--- src/rtl/rs232_pkg.sv ---
// Shared definitions for the UART TX arbitration slice: FSM states,
// byte width, baud divider terminal count and a small index helper.
package rs232_pkg;

    localparam int BYTE_W       = 8;
    localparam int BAUD_CNT_MAX = 1302;

    typedef enum logic [2:0] {
        IDLE     = 3'd0,
        REQ      = 3'd1,
        WAIT_ACK = 3'd2,
        DONE     = 3'd3,
        ABORT    = 3'd4
    } state_t;

    // Next round-robin position after idx, wrapping at n.
    function automatic int rr_next(input int idx, input int n);
        return (idx + 1 >= n) ? 0 : idx + 1;
    endfunction

endpackage

--- src/rtl/rs232_rr_pick.sv ---
// Combinational round-robin picker: first set request bit found when
// scanning ptr, ptr+1, ... modulo N.
module rs232_rr_pick #(
    parameter int N  = 4,
    parameter int IW = $clog2(N)
) (
    input  logic [N-1:0]  req,
    input  logic [IW-1:0] ptr,
    output logic          found,
    output logic [IW-1:0] idx
);

    // Scan all N candidates starting at ptr; the first requester wins.
    always_comb begin
        int          cand;
        logic [IW-1:0] cand_idx;
        found    = 1'b0;
        idx      = '0;
        cand     = 0;
        cand_idx = '0;
        for (int k = 0; k < N; k++) begin
            cand = int'(ptr) + k;
            if (cand >= N) begin
                cand = cand - N;
            end
            cand_idx = IW'(cand);
            if (!found && req[cand_idx]) begin
                found = 1'b1;
                idx   = cand_idx;
            end
        end
    end

endmodule

--- src/rtl/rs232_tx_arbiter.sv ---
// Round-robin arbiter sharing one rs232_tx serializer between N byte
// sources. Holds tx_req for REQ_HOLD cycles per byte, waits for the
// serializer's completion pulse, and returns ack or a timeout err to the
// served source.
module rs232_tx_arbiter
    import rs232_pkg::*;
#(
    parameter int N              = 4,
    parameter int REQ_HOLD       = 2,
    parameter int TIMEOUT_CYCLES = 20000,
    parameter int IW             = $clog2(N)
) (
    input  logic                  clk,
    input  logic                  rst,
    input  logic [N-1:0]          req,
    input  logic [BYTE_W*N-1:0]   data,
    output logic [N-1:0]          ack,
    output logic [N-1:0]          err,
    output logic                  tx_req,
    output logic [BYTE_W-1:0]     tx_data,
    input  logic                  tx_ack,
    output logic                  busy,
    output logic [IW-1:0]         grant_id,
    output logic                  timeout_flag
);

    localparam int TCW = $clog2(TIMEOUT_CYCLES + 1);
    localparam int HCW = $clog2(REQ_HOLD + 1);

    state_t              state;
    state_t              state_nxt;
    logic [HCW-1:0]      hold_cnt;
    logic [TCW-1:0]      to_cnt;
    logic [IW-1:0]       ptr;
    logic                pick_found;
    logic [IW-1:0]       pick_idx;
    logic [BYTE_W-1:0]   data_arr [N];

    for (genvar g = 0; g < N; g++) begin : g_unpack
        assign data_arr[g] = data[g*BYTE_W +: BYTE_W];
    end

    rs232_rr_pick #(
        .N  (N),
        .IW (IW)
    ) u_pick (
        .req   (req),
        .ptr   (ptr),
        .found (pick_found),
        .idx   (pick_idx)
    );

    // State register.
    always_ff @(posedge clk) begin
        if (rst) begin
            state <= IDLE;
        end else begin
            state <= state_nxt;
        end
    end

    // Next-state logic and state-decoded outputs; tx_ack wins over the
    // final timeout cycle because it is tested first.
    always_comb begin
        state_nxt = state;
        tx_req    = 1'b0;
        busy      = (state != IDLE);
        ack       = '0;
        err       = '0;
        case (state)
            IDLE: begin
                if (pick_found) begin
                    state_nxt = REQ;
                end
            end
            REQ: begin
                tx_req = 1'b1;
                if (hold_cnt == HCW'(REQ_HOLD - 1)) begin
                    state_nxt = WAIT_ACK;
                end
            end
            WAIT_ACK: begin
                if (tx_ack) begin
                    state_nxt = DONE;
                end else if (to_cnt == TCW'(TIMEOUT_CYCLES - 1)) begin
                    state_nxt = ABORT;
                end
            end
            DONE: begin
                ack[grant_id] = 1'b1;
                state_nxt     = IDLE;
            end
            ABORT: begin
                err[grant_id] = 1'b1;
                state_nxt     = IDLE;
            end
            default: begin
                state_nxt = IDLE;
            end
        endcase
    end

    // Hold and timeout counters: count only while staying in their state,
    // so each restarts from zero on every entry and never wraps.
    always_ff @(posedge clk) begin
        if (rst) begin
            hold_cnt <= '0;
            to_cnt   <= '0;
        end else begin
            hold_cnt <= (state == REQ && state_nxt == REQ) ? hold_cnt + 1'b1 : '0;
            to_cnt   <= (state == WAIT_ACK && state_nxt == WAIT_ACK) ? to_cnt + 1'b1 : '0;
        end
    end

    // Grant latch, round-robin pointer advance and sticky timeout flag.
    always_ff @(posedge clk) begin
        if (rst) begin
            grant_id     <= '0;
            tx_data      <= '0;
            ptr          <= '0;
            timeout_flag <= 1'b0;
        end else begin
            if (state == IDLE && pick_found) begin
                grant_id <= pick_idx;
                tx_data  <= data_arr[pick_idx];
            end
            if (state == DONE || state == ABORT) begin
                ptr <= IW'(rr_next(int'(grant_id), N));
            end
            if (state == ABORT) begin
                timeout_flag <= 1'b1;
            end
        end
    end

endmodule

--- config.mk ---
export PLATFORM = sky130hd
export DESIGN_NAME = rs232_tx_arbiter
export DESIGN_NICKNAME = d
export VERILOG_FILES = /design/src/rtl/rs232_pkg.sv /design/src/rtl/rs232_rr_pick.sv /design/src/rtl/rs232_tx_arbiter.sv
export SDC_FILE = /design/constraint.sdc
export NUM_CORES = 1
export LEC_CHECK = 0
export BUFFER_PORTS_ARGS = -buffer_cell sky130_fd_sc_hd__buf_2
export CAP_MARGIN = 20
export CORE_ASPECT_RATIO = 0.7
export CORE_MARGIN = 1.5
export CORE_UTILIZATION = 54
export CTS_CLUSTER_DIAMETER = 100
export DETAILED_ROUTE_END_ITERATION = 8
export MAX_ROUTING_LAYER = met4
export PLACE_DENSITY = 0.95
export SYNTH_ARGS = -nofsm -noshare
export SYNTH_HDL_FRONTEND = slang
export SYNTH_SLANG_ARGS = --single-unit
--- constraint.sdc ---
create_clock -name clk -period 4.55 [get_ports clk]
set_clock_uncertainty 0.1 [all_clocks]
set_input_delay 0.2275 -clock clk [delete_from_list [all_inputs] [get_ports clk]]
set_output_delay 0.2275 -clock clk [all_outputs]
set_load 0.01 [all_outputs]
==> summary.md, run 1 <==
| Metric | Value |
|---|---|
| Syn nets | 253 |
| CP Launch Type | flop |
| Critical path, cell by cell | mux2i_1 -> nor2_2 -> nor3_4 -> mux2_2 -> a221o_1 |
| Setup_tns | 0 ps |
| Post-DRT Antenna Nets | 0 |
| CP arrival | 2270 ps |
| I/O pin total | 60 |
| Total number of vias | 1,746 |
| Max Cap Viol | 0 |
| Slew Viols, Final | 0 |
| Reg area | 661 um^2 |
| Min cycle time layout | 2190 ps |
| RSZ-0062 raised after global routing | false |
| Layout cells sized above 1 | 0.325 |
| # setup viols final | 0 |
| Die height | 51.6 um |
| # port buffers | approximately 60 |
| RR Endpoint | tx_data[6]$_SDFFE_PP0P_ |
| DRC | 0 |
| Seq cells post-synth | 33 |
| Post-cts resize count | 0 |
| Post-synthesis instance area | between 1500 and 2000 um^2 |
| Final Cycle Share | 0.482 |
| Vias in the first global route | 1,591 |
| Pwr Density | 299 nW/um^2 |
| Synth async-reset ratio | 0 |
| Nature of the critical path endpoint | flop |
| Crit Path Max Fanout | 9 |
| Starting density of the core | 0.572 |
| Yosys top cell area share | 0.362 |
| Overall routing resource usage | 0.256 |
| Slew at the pin closest to its max-slew limit | 716 ps |
| Logic gate share of total power | 0.167 |
| Endpoints failing hold | 0 |
| Die W | approximately 72 um |
| Largest net degree at the start of global routing | 16 |
| Leading post-synthesis cells by cell area | dfxtp_1 (36%), nor2_1 (6.8%), mux2_2 (5.6%), a221o_1 (4.4%), ha_1 (4.1%) |
| Post-Synth Simple-Gate Area | 0.280 |
| Final net count | 312 |
| Slew HR | 0.522 |
| Clk pwr share | 0.368 |
| Lkg Pwr | 0.954 nW |
| R2R Setup Slk | 2360 ps |
| Min Hold Slack | 137 ps |
| Int Power | 0.490 mW |
| Post-Syn Area per Cell | 8.78 um^2 |
| Critical path class | reg -> reg |
| Clock Tree Buf Depth | 2 |
| Post-Synth Adder-Cell Area | 0.0411 |
| Worst VDD drop | 223 uV |
| Vias per cell | 5.71 |
| Final WL | about 4.3 mm |
| Area delta synth->final | 22.4% |
| # hold bufs at CTS | 0 |
| Global-route wire length before repair | 7.02 mm |
| Fraction of synthesized area in multiplexers | 0.0775 |
| Htree depth | 2 |
| Fillers | approximately 270 |
| CP bufs+invs | 0 |
| Run status | completed |
| Slowest-stage cell, CP | nor3_4 |
| Multi-input logic area | 1100 um^2 |
| Initial DRC Count | between 100 and 150 |
| CTS sink cnt | 33 |
| Drt pass-1 iters | 4 |
| Clock Pin Slew Worst Setup and Hold Paths | 70 ps |
| Sw power | 0.178 mW |
| Site Rows | 17 |
| Reg power frac | 0.465 |
| Commonest cells post-synth | dfxtp_1 (33), nor2_1 (33), a21oi_1 (11), nand4_1 (10), mux2_2 (9) |
| Sw Share | 0.266 |
| Clk_lat worst skew | around 290 ps |
| Top delay family on crit path | multiplexers |
| Area leader, netlist | dfxtp_1 |
| Max frequency | between 400 and 500 MHz |
| Req. time, crit path | 4630 ps |
| CTS root buffer | clkbuf_8 |
| Die area | between 3000 and 4000 um^2 |
| Prevailing post-synth register cell | dfxtp_1 |
| Tot Pwr | 0.668 mW |
| Core area | approximately 3200 um^2 |
| Min-Delay Path Class | in -> reg |
| Post-synthesis sequential area ratio | 0.362 |
| Global route overflow | 0 |
| Hold endpoint | grant_id[1]$_SDFFE_PP0P_ |
| EDFF count, synth | 0 |
| Num CTS Buffers | 5 |
| GPL Wtd Cong | between 0.8 and 0.9 |
| Reg2reg path depth | 5 |
| Initial antenna violation count | 0 |
| Synth Area in XOR/XNOR | 0.0624 |
| Unique masters post-synth | 38 |
| Largest family of logic cells by synthesized area | simple AND/OR/NAND/NOR gates |
| Yosys Warn Count | 0 |
| RR Startpoint | ptr[1]$_SDFFE_PP0P_ |
| Syn Inst Count | 208 |
| Post-synthesis compound-gate area fraction | 0.142 |
| Postcts setup bufs | 0 |
| CP peak stage delay | about 440 ps |
| DR WL/cell | 14.1 um |
| TritonCTS clock tree | yes |
| Half-perimeter wire length after placement | 3.24 mm |
| # diodes | 0 |
| Hold path cells | 2 |
| Hold path startpoint | rst |
[state kept, by name, summed over array words and instances (netlist names)]
| name | count |
|---|---|
| hold_cnt | 2 |
| grant_id | 2 |
| state | 3 |
| timeout_flag | 1 |
| to_cnt | 15 |
| ptr | 2 |
| tx_data | 8 |
[area by class of cell]
class,count,share of cell area
Sequential cell,33,0.296
Timing Repair Buffer,59,0.132
Multi-Input combinational cell,160,0.492
Tap cell,38,0.0213
Inverter,8,0.0134
Clock inverter,1,0.00224
Clock buffer,7,0.0431
[worst max path at each step]
| stage | slack, ps | startpoint | to | depth (start not counted) |
|---|---|---|---|---|
| 6_report | 2360 | ptr[1]$_SDFFE_PP0P_ | tx_data[6]$_SDFFE_PP0P_ | 5 |
| 5_1_grt | 2250 | ptr[1]$_SDFFE_PP0P_ | tx_data[6]$_SDFFE_PP0P_ | 5 |
| 4_1_cts | 2350 | ptr[1]$_SDFFE_PP0P_ | tx_data[6]$_SDFFE_PP0P_ | 5 |
| 3_5_place_dp | 2350 | ptr[1]$_SDFFE_PP0P_ | tx_data[6]$_SDFFE_PP0P_ | 5 |
| 3_3_place_gp | 2430 | ptr[1]$_SDFFE_PP0P_ | tx_data[6]$_SDFFE_PP0P_ | 5 |
| 2_1_floorplan | 2580 | ptr[1]$_SDFFE_PP0P_ | tx_data[6]$_SDFFE_PP0P_ | 5 |
[metal layers]
layer	GRT usage	wire length, um
met4	0.0975	79
met3	0.0717	211
met2	0.390	2010
met1	0.328	2010
met5	-	0
[through the flow]
step,cell area [um^2],std cells,setup WS (ps),util
floorplan,1830,208,2580,-
global placement,2130,298,2430,0.669
detailed placement,2130,298,2350,0.669
CTS,2230,306,2350,0.700
global route,2230,306,2250,0.700
finish,2230,306,2360,0.700
[kinds of logic after synthesis]
family                     Yosys count
xor gates and xnor gates            13
adders and majority gates            6
DFF                                 33
and+or+nand+nor                     93
AOI/OAI and AO/OA                   35
muxes                               13
buffers and inverters               15
[power by group through the flow]
stage          Sequential [mW]  Clock (mW)  Combinational, mW
6_report                 0.311       0.246              0.111
5_1_grt                  0.312       0.264              0.123
4_1_cts                  0.311       0.252              0.110
3_5_place_dp             0.317           0              0.109
3_3_place_gp             0.316           0              0.106
2_1_floorplan            0.320           0             0.0637
[placed cells by master, fill, tap and decap left out, types with 2 or more instances in the layout]
cell type,instances
a21o_1,3
buf_2,59
xor2_1,5
dfxtp_1,33
nor3b_1,2
nor2_1,33
nor2_2,2
mux2i_1,4
xnor2_1,8
clkbuf_8,7
and3_1,4
inv_1,8
o31ai_1,8
ha_1,6
nand4_1,10
nand2_1,7
nor2b_1,3
a21oi_1,11
or4_1,2
nand2b_1,4
nor3_1,4
mux2_2,9
or3_1,3
and2_1,4
nand3_1,7
a221o_1,8
or2_2,4
[worst reg2reg max path, stage by stage, from the launching register on]
cell and delay, ps:
dfxtp_1 400, mux2i_1 270, nor2_2 140, nor3_4 440, mux2_2 400, a221o_1 340
No activity file was read; power rests on OpenSTA's default activity.
==> inputs of run 2 (changes only) <==
CORE_UTILIZATION = 45   (was 54)
PLACE_DENSITY = 0.87   (was 0.95)
clock period = 1.8 ns   (was 4.55 ns; I/O delays follow)
==> summary.md, run 2 (synthesis gave the netlist of run 1 again) <==
| Metric | Value |
|---|---|
| CTS sink cnt | 33 (unchanged) |
| Critical path, cell by cell | or4b_4 -> or4_4 -> a21oi_4 -> nor3_2 (was mux2i_1 -> nor2_2 -> nor3_4 -> mux2_2 -> a221o_1) |
| Slowest-stage cell, CP | or4_4 (was nor3_4) |
| Clock Pin Slew Worst Setup and Hold Paths | 80 ps (was 70 ps) |
| Largest net degree at the start of global routing | 13 (was 16) |
| Area delta synth->final | 41.5% (was 22.4%) |
| CTS root buffer | clkbuf_8 (unchanged) |
| Final Util | 0.662 (was 0.700) |
| Initial DRC Count | 134 (was 136) |
| CP bufs+invs | 0 (unchanged) |
| Layout cells sized above 1 | 0.432 (was 0.325) |
| Max Cap Viol | 0 (unchanged) |
| Worst setup margin | -64.4 ps (was 2360 ps) |
| Overall routing resource usage | 0.235 (was 0.256) |
| Clock Tree Buf Depth | 2 (unchanged) |
| Final Cycle Share | 1.04 (was 0.482) |
| Top reg by flops | to_cnt (unchanged) |
| CP arrival | 1930 ps (was 2270 ps) |
| Htree depth | 2 (unchanged) |
| Most common cell after layout, fill and taps aside | buf_2 (unchanged) |
| Slew at the pin closest to its max-slew limit | 714 ps (was 716 ps) |
| # port buffers | 59 (unchanged) |
| Drt pass-1 iters | 4 (unchanged) |
| Pwr Density | 718 nW/um^2 (was 299 nW/um^2) |
| DR WL/cell | 14.2 um (was 14.1 um) |
| CP Launch Type | flop (unchanged) |
| Final net count | 338 (was 312) |
| Clk pwr share | 0.391 (was 0.368) |
| Global-route wire length before repair | 7.99 mm (was 7.02 mm) |
| # diodes | 0 (unchanged) |
| Vias in the first global route | 1,783 (was 1,591) |
| DRC | 0 (unchanged) |
| Die W | 79.1 um (was 72.5 um) |
| Total number of vias | 1,878 (was 1,746) |
| Most frequent cells in the layout | buf_2 (59), dfxtp_1 (29), nor2_1 (28), buf_4 (24) (was buf_2 (59), nor2_1 (33), dfxtp_1 (33), a21oi_1 (11), nand4_1 (10)) |
| Sw power | 0.466 mW (was 0.178 mW) |
| Initial antenna violation count | 0 (unchanged) |
| Core area | 3900 um^2 (was 3190 um^2) |
| Lkg Pwr | 1.13 nW (was 0.954 nW) |
| Min-Delay Path Class | in -> reg (unchanged) |
| Min cycle time layout | 1860 ps (was 2190 ps) |
| Worst VDD drop | 470 uV (was 223 uV) |
| Post-route design area | 2580 um^2 (was 2230 um^2) |
| Registers with the most flip-flops | to_cnt: 15 flops, tx_data: 8 flops, state: 3 flops (unchanged) |
| Slew HR | 0.523 (was 0.522) |
| Final WL | 4.92 mm (was 4.31 mm) |
| Int Power | 1.39 mW (was 0.490 mW) |
| Reg power frac | 0.420 (was 0.465) |
| # setup viols final | 24 (was 0) |
| Top delay family on crit path | simple AND/OR/NAND/NOR gates (was multiplexers) |
| CP peak stage delay | 600 ps (was 440 ps) |
| Clk_lat worst skew | 280 ps (was 290 ps) |
| Half-perimeter wire length after placement | 3.40 mm (was 3.24 mm) |
| Nature of the critical path endpoint | flop (unchanged) |
| Max frequency | 536 MHz (was 456 MHz) |
| RSZ-0062 raised after global routing | true (was false) |
| Crit Path Max Fanout | 4 (was 9) |
| Slew Viols, Final | 0 (unchanged) |
| Die height | 56.3 um (was 51.6 um) |
| Starting density of the core | 0.468 (was 0.572) |
| Post-DRT Antenna Nets | 0 (unchanged) |
| TritonCTS clock tree | yes (unchanged) |
| Endpoints failing hold | 0 (unchanged) |
| Global route overflow | 0 (unchanged) |
| Site Rows | 19 (was 17) |
| Largest register FFs | 15 (unchanged) |
| Run status | complete, but fails checks (was completed) |
| Die area | 4450 um^2 (was 3740 um^2) |
| Sw Share | 0.251 (was 0.266) |
| Failing checks | setup timing |
| I/O pin total | 60 (unchanged) |
| GPL Wtd Cong | 0.811 (was 0.894) |
| Num CTS Buffers | 5 (unchanged) |
| Logic gate share of total power | 0.189 (was 0.167) |
| Req. time, crit path | 1860 ps (was 4630 ps) |
| Post-placement cell area | 2360 um^2 (was 2130 um^2) |
| Critical path class | reg -> reg (unchanged) |
| Vias per cell | 5.43 (was 5.71) |
## run 2: cell types whose count changed in the layout (fill, tap and decap cells not counted), sizes merged
cell    before  now
clkinv       1    0
buf         59   84
nand4       11   12
bufinv       0    1
## run 2: power by group through the flow
| stage | Combinational [mW] | Clock [mW] | Sequential, mW |
|---|---|---|---|
| 6_report | 0.350 | 0.725 | 0.780 |
| 3_3_place_gp | 0.312 | 0 | 0.796 |
| 2_1_floorplan | 0.166 | 0 | 0.808 |
| 4_1_cts | 0.342 | 0.731 | 0.781 |
| 3_5_place_dp | 0.319 | 0 | 0.798 |
| 5_1_grt | 0.379 | 0.756 | 0.783 |
## run 2: layout make-up
| class | count | area (um^2) |
|---|---|---|
| clock buffer | 7 | 86.3 |
| clock inverter | 1 | 30.0 |
| fill | 332 | 1320 |
| inverter | 8 | 30.0 |
| multi-input combinational | 161 | 1210 |
| sequential | 33 | 668 |
| tap | 52 | 65.1 |
| timing repair buffer | 84 | 495 |
## run 2: through the flow
stage | setup WS (ps) | cells | TNS [ps] | total power [mW] | hold WS, ps
after floorplan | -51.4 | 208 | -871 | 0.974 | 244
after global placement | -26.7 | 337 | -208 | 1.11 | 294
after detailed placement | -70.2 | 337 | -921 | 1.12 | 302
after CTS | -49.5 | 346 | -532 | 1.85 | 9.81
after global routing | -98.3 | 346 | -1930 | 1.92 | 26.9
final | -64.4 | 346 | -799 | 1.86 | 13.1
## run 2: worst paths after layout
| check | from | end | slack [ps] | cells past startpoint |
|---|---|---|---|---|
| setup reg to reg | to_cnt[6]$_SDFF_PP0_ | state[1]$_SDFF_PP0_ | -60 | 4 |
| setup / recovery | to_cnt[6]$_SDFF_PP0_ | state[1]$_SDFF_PP0_ | -60 | 4 |
| hold / removal | rst | grant_id[1]$_SDFFE_PP0P_ | 10 | 2 |
| hold reg to reg | hold_cnt[0]$_SDFF_PP0_ | hold_cnt[0]$_SDFF_PP0_ | 330 | 1 |
## run 2: timing repair
| item | CTS | global route |
|---|---|---|
| pin swaps | 9 | 2 |
| endpoints found under the setup margin | 24 | 28 |
| setup buffers | 0 | 0 |
| hold buffers | 0 | 0 |
| resized for setup | 13 | 9 |
| cloned | 1 | 0 |
## run 2: per-layer routing
metal | wire length (um) | part of all wire | GRT usage
met1 | 2220 | 0.45 | 0.309
met2 | 2320 | 0.47 | 0.370
met4 | 46 | 0.0094 | 0.0677
met5 | 0 | 0 | -
met3 | 331 | 0.067 | 0.0439
==> inputs of run 3 (changes only) <==
clock period = 1.71 ns   (was 1.8 ns; I/O delays follow)
==> summary.md, run 3 (synthesis gave the netlist of run 1 again) <==
| Metric | Value |
|---|---|
| Global-route wire length before repair | 7.93 mm (was 7.99 mm) |
| Lkg Pwr | 1.13 nW (about the same) |
| Overall routing resource usage | 0.235 (about the same) |
| CP Launch Type | flop (unchanged) |
| Multi-input logic area | 1170 um^2 (was 1210 um^2) |
| Clock Tree Buf Depth | 2 (unchanged) |
| Htree depth | 2 (unchanged) |
| Max Cap Viol | 0 (unchanged) |
| Pwr Density | 688 nW/um^2 (was 718 nW/um^2) |
| Vias per cell | 5.50 (was 5.43) |
| Final net count | 346 (was 338) |
| Top delay family on crit path | multiplexers (was simple AND/OR/NAND/NOR gates) |
| Most frequent cells in the layout | buf_2 (57), nor2_1 (31), buf_4 (29), dfxtp_1 (28) (was buf_2 (59), dfxtp_1 (29), nor2_1 (28), buf_4 (24)) |
| Global route overflow | 0 (unchanged) |
| CTS root buffer | clkbuf_8 (unchanged) |
| CP peak stage delay | 370 ps (was 600 ps) |
| GPL Wtd Cong | 0.827 (was 0.811) |
| Slew at the pin closest to its max-slew limit | 660 ps (was 714 ps) |
| Fillers | 306 (was 332) |
| Endpoints failing hold | 0 (unchanged) |
| Worst setup path endpoint | tx_data[5]$_SDFFE_PP0P_ (was state[1]$_SDFF_PP0_) |
| Die area | 4450 um^2 (unchanged) |
| Slew Viols, Final | 0 (unchanged) |
| Critical path class | reg -> reg (unchanged) |
| Most common cell after layout, fill and taps aside | buf_2 (unchanged) |
| Top reg by flops | to_cnt (unchanged) |
| RR Endpoint | tx_data[5]$_SDFFE_PP0P_ (was state[1]$_SDFF_PP0_) |
| Worst setup margin | -149 ps (was -64.4 ps) |
| R2R Setup Slk | -150 ps (was -60 ps) |
| Critical path depth | 6 (was 4) |
| Largest net degree at the start of global routing | 13 (unchanged) |
| Post-DRT Antenna Nets | 0 (unchanged) |
| Initial DRC Count | 140 (was 134) |
| Half-perimeter wire length after placement | 3.64 mm (was 3.40 mm) |
| Drt pass-1 iters | 4 (unchanged) |
| DRC | 0 (unchanged) |
| Critical path, cell by cell | mux2i_4 -> nor2_2 -> nor3_4 -> buf_12 -> mux2_2 -> a221o_1 (was or4b_4 -> or4_4 -> a21oi_4 -> nor3_2) |
| Die W | 79.1 um (unchanged) |
| Non-Filler Instances | 353 (was 346) |
| Final Cycle Share | 1.09 (was 1.04) |
| Failing checks | setup timing (unchanged) |
| Num CTS Buffers | 5 (unchanged) |
| Total number of vias | 1,941 (was 1,878) |
| Final WL | 5.06 mm (was 4.92 mm) |
| Largest register FFs | 15 (unchanged) |
| Core area | 3900 um^2 (unchanged) |
| # setup viols final | 24 (unchanged) |
| Initial antenna violation count | 0 (unchanged) |
| RR Startpoint | ptr[1]$_SDFFE_PP0P_ (was to_cnt[6]$_SDFF_PP0_) |
| Reg2reg path depth | 6 (was 4) |
| I/O pin total | 60 (unchanged) |
| # hold bufs at CTS | 0 (unchanged) |
| # port buffers | 59 (unchanged) |
| Slowest-stage cell, CP | dfxtp_4 (was or4_4) |
| Req. time, crit path | 1780 ps (was 1860 ps) |
| Starting density of the core | 0.468 (unchanged) |
| Die height | 56.3 um (unchanged) |
| TritonCTS clock tree | yes (unchanged) |
| # diodes | 0 (unchanged) |
| Worst VDD drop | 449 uV (was 470 uV) |
| Area delta synth->final | 42.6% (was 41.5%) |
| Worst Setup SP | ptr[1]$_SDFFE_PP0P_ (was to_cnt[6]$_SDFF_PP0_) |
| CP arrival | 1930 ps (about the same) |
| CP bufs+invs | 1 (was 0) |
| Reg area | 669 um^2 (was 668 um^2) |
| Vias in the first global route | 1,774 (was 1,783) |
| RSZ-0062 raised after global routing | true (unchanged) |
| Run status | complete, but fails checks (unchanged) |
| CTS sink cnt | 33 (unchanged) |
| DR WL/cell | 14.3 um (was 14.2 um) |
| Layout cells sized above 1 | 0.442 (was 0.432) |
| Slew HR | 0.559 (was 0.523) |
| Site Rows | 19 (unchanged) |
| Min-Delay Path Class | in -> reg (unchanged) |
| Nature of the critical path endpoint | flop (unchanged) |
| Placed Cells | 344 (was 337) |
| Registers with the most flip-flops | to_cnt: 15 flops, tx_data: 8 flops, state: 3 flops (unchanged) |
| Min Hold Slack | 44.9 ps (was 13.1 ps) |
| Max frequency | 538 MHz (was 536 MHz) |
| Clk_lat worst skew | 280 ps (about the same) |
| Crit Path Max Fanout | 9 (was 4) |
| Clock Pin Slew Worst Setup and Hold Paths | 70 ps (was 80 ps) |
| Min cycle time layout | 1860 ps (about the same) |
==> run 3: changes by cell type in the layout (fill, tap and decap cells not counted), sizes merged <==
cell	change
buf	+8
bufinv	-1
==> run 3: per-stage QoR <==
stage                     setup TNS [ps]  worst slack (ps)  power [mW]   util  instance area, um^2
after floorplan                    -2680              -141        1.03      -                 1840
after global placement             -2370              -127        1.17  0.620                 2420
after detailed placement           -2920              -172        1.19  0.620                 2420
after CTS                          -2780              -167        1.78  0.653                 2550
after global routing               -3850              -218        1.87  0.668                 2600
final                              -2780              -149        1.79  0.668                 2600
==> run 3: metal layers <==
metal | global-route usage | vias up | share of wire
met3 | 0.0504 | 13 | 0.065
met4 | 0.0977 | 0 | 0.018
met2 | 0.353 | 77 | 0.47
met5 | - | - | 0
met1 | 0.308 | 901 | 0.45
li1 | - | 950 | -
==> run 3: tightest hold or removal path, stage by stage <==
cell and delay, ps:
buf_2 70, mux2_2 130, a221o_1 120
==> run 3: final cells by class <==
class                      count  share of cell area
clock buffer                   7              0.0332
inverter                       8              0.0115
multi-input combinational    161               0.450
sequential                    33               0.257
tap                           52              0.0250
timing repair buffer          92               0.223
==> run 3: worst min path at each step <==
| stage | slack, ps | cells past startpoint | from | to |
|---|---|---|---|---|
| floorplan | 240 | 2 | rst | ptr[1]$_SDFFE_PP0P_ |
| global placement | 310 | 1 | hold_cnt[0]$_SDFF_PP0_ | hold_cnt[0]$_SDFF_PP0_ |
| detailed placement | 310 | 1 | hold_cnt[0]$_SDFF_PP0_ | hold_cnt[0]$_SDFF_PP0_ |
| CTS | 50 | 3 | rst | ptr[1]$_SDFFE_PP0P_ |
| global route | 60 | 3 | rst | grant_id[1]$_SDFFE_PP0P_ |
| finish | 40 | 3 | data[16] | tx_data[0]$_SDFFE_PP0P_ |
==> run 3: what timing repair did <==
item                       4_1_cts  5_1_grt
pin swaps                        7        1
cloned                           1        0
setup endpoints to repair       28       30
gates resized for setup          7       14
setup buffers                    0        1
==> run 3: report_power, final <==
group | switching [mW] | internal [mW]
clock network | 0.266 | 0.319
registers | 0.0212 | 0.802
logic | 0.188 | 0.194
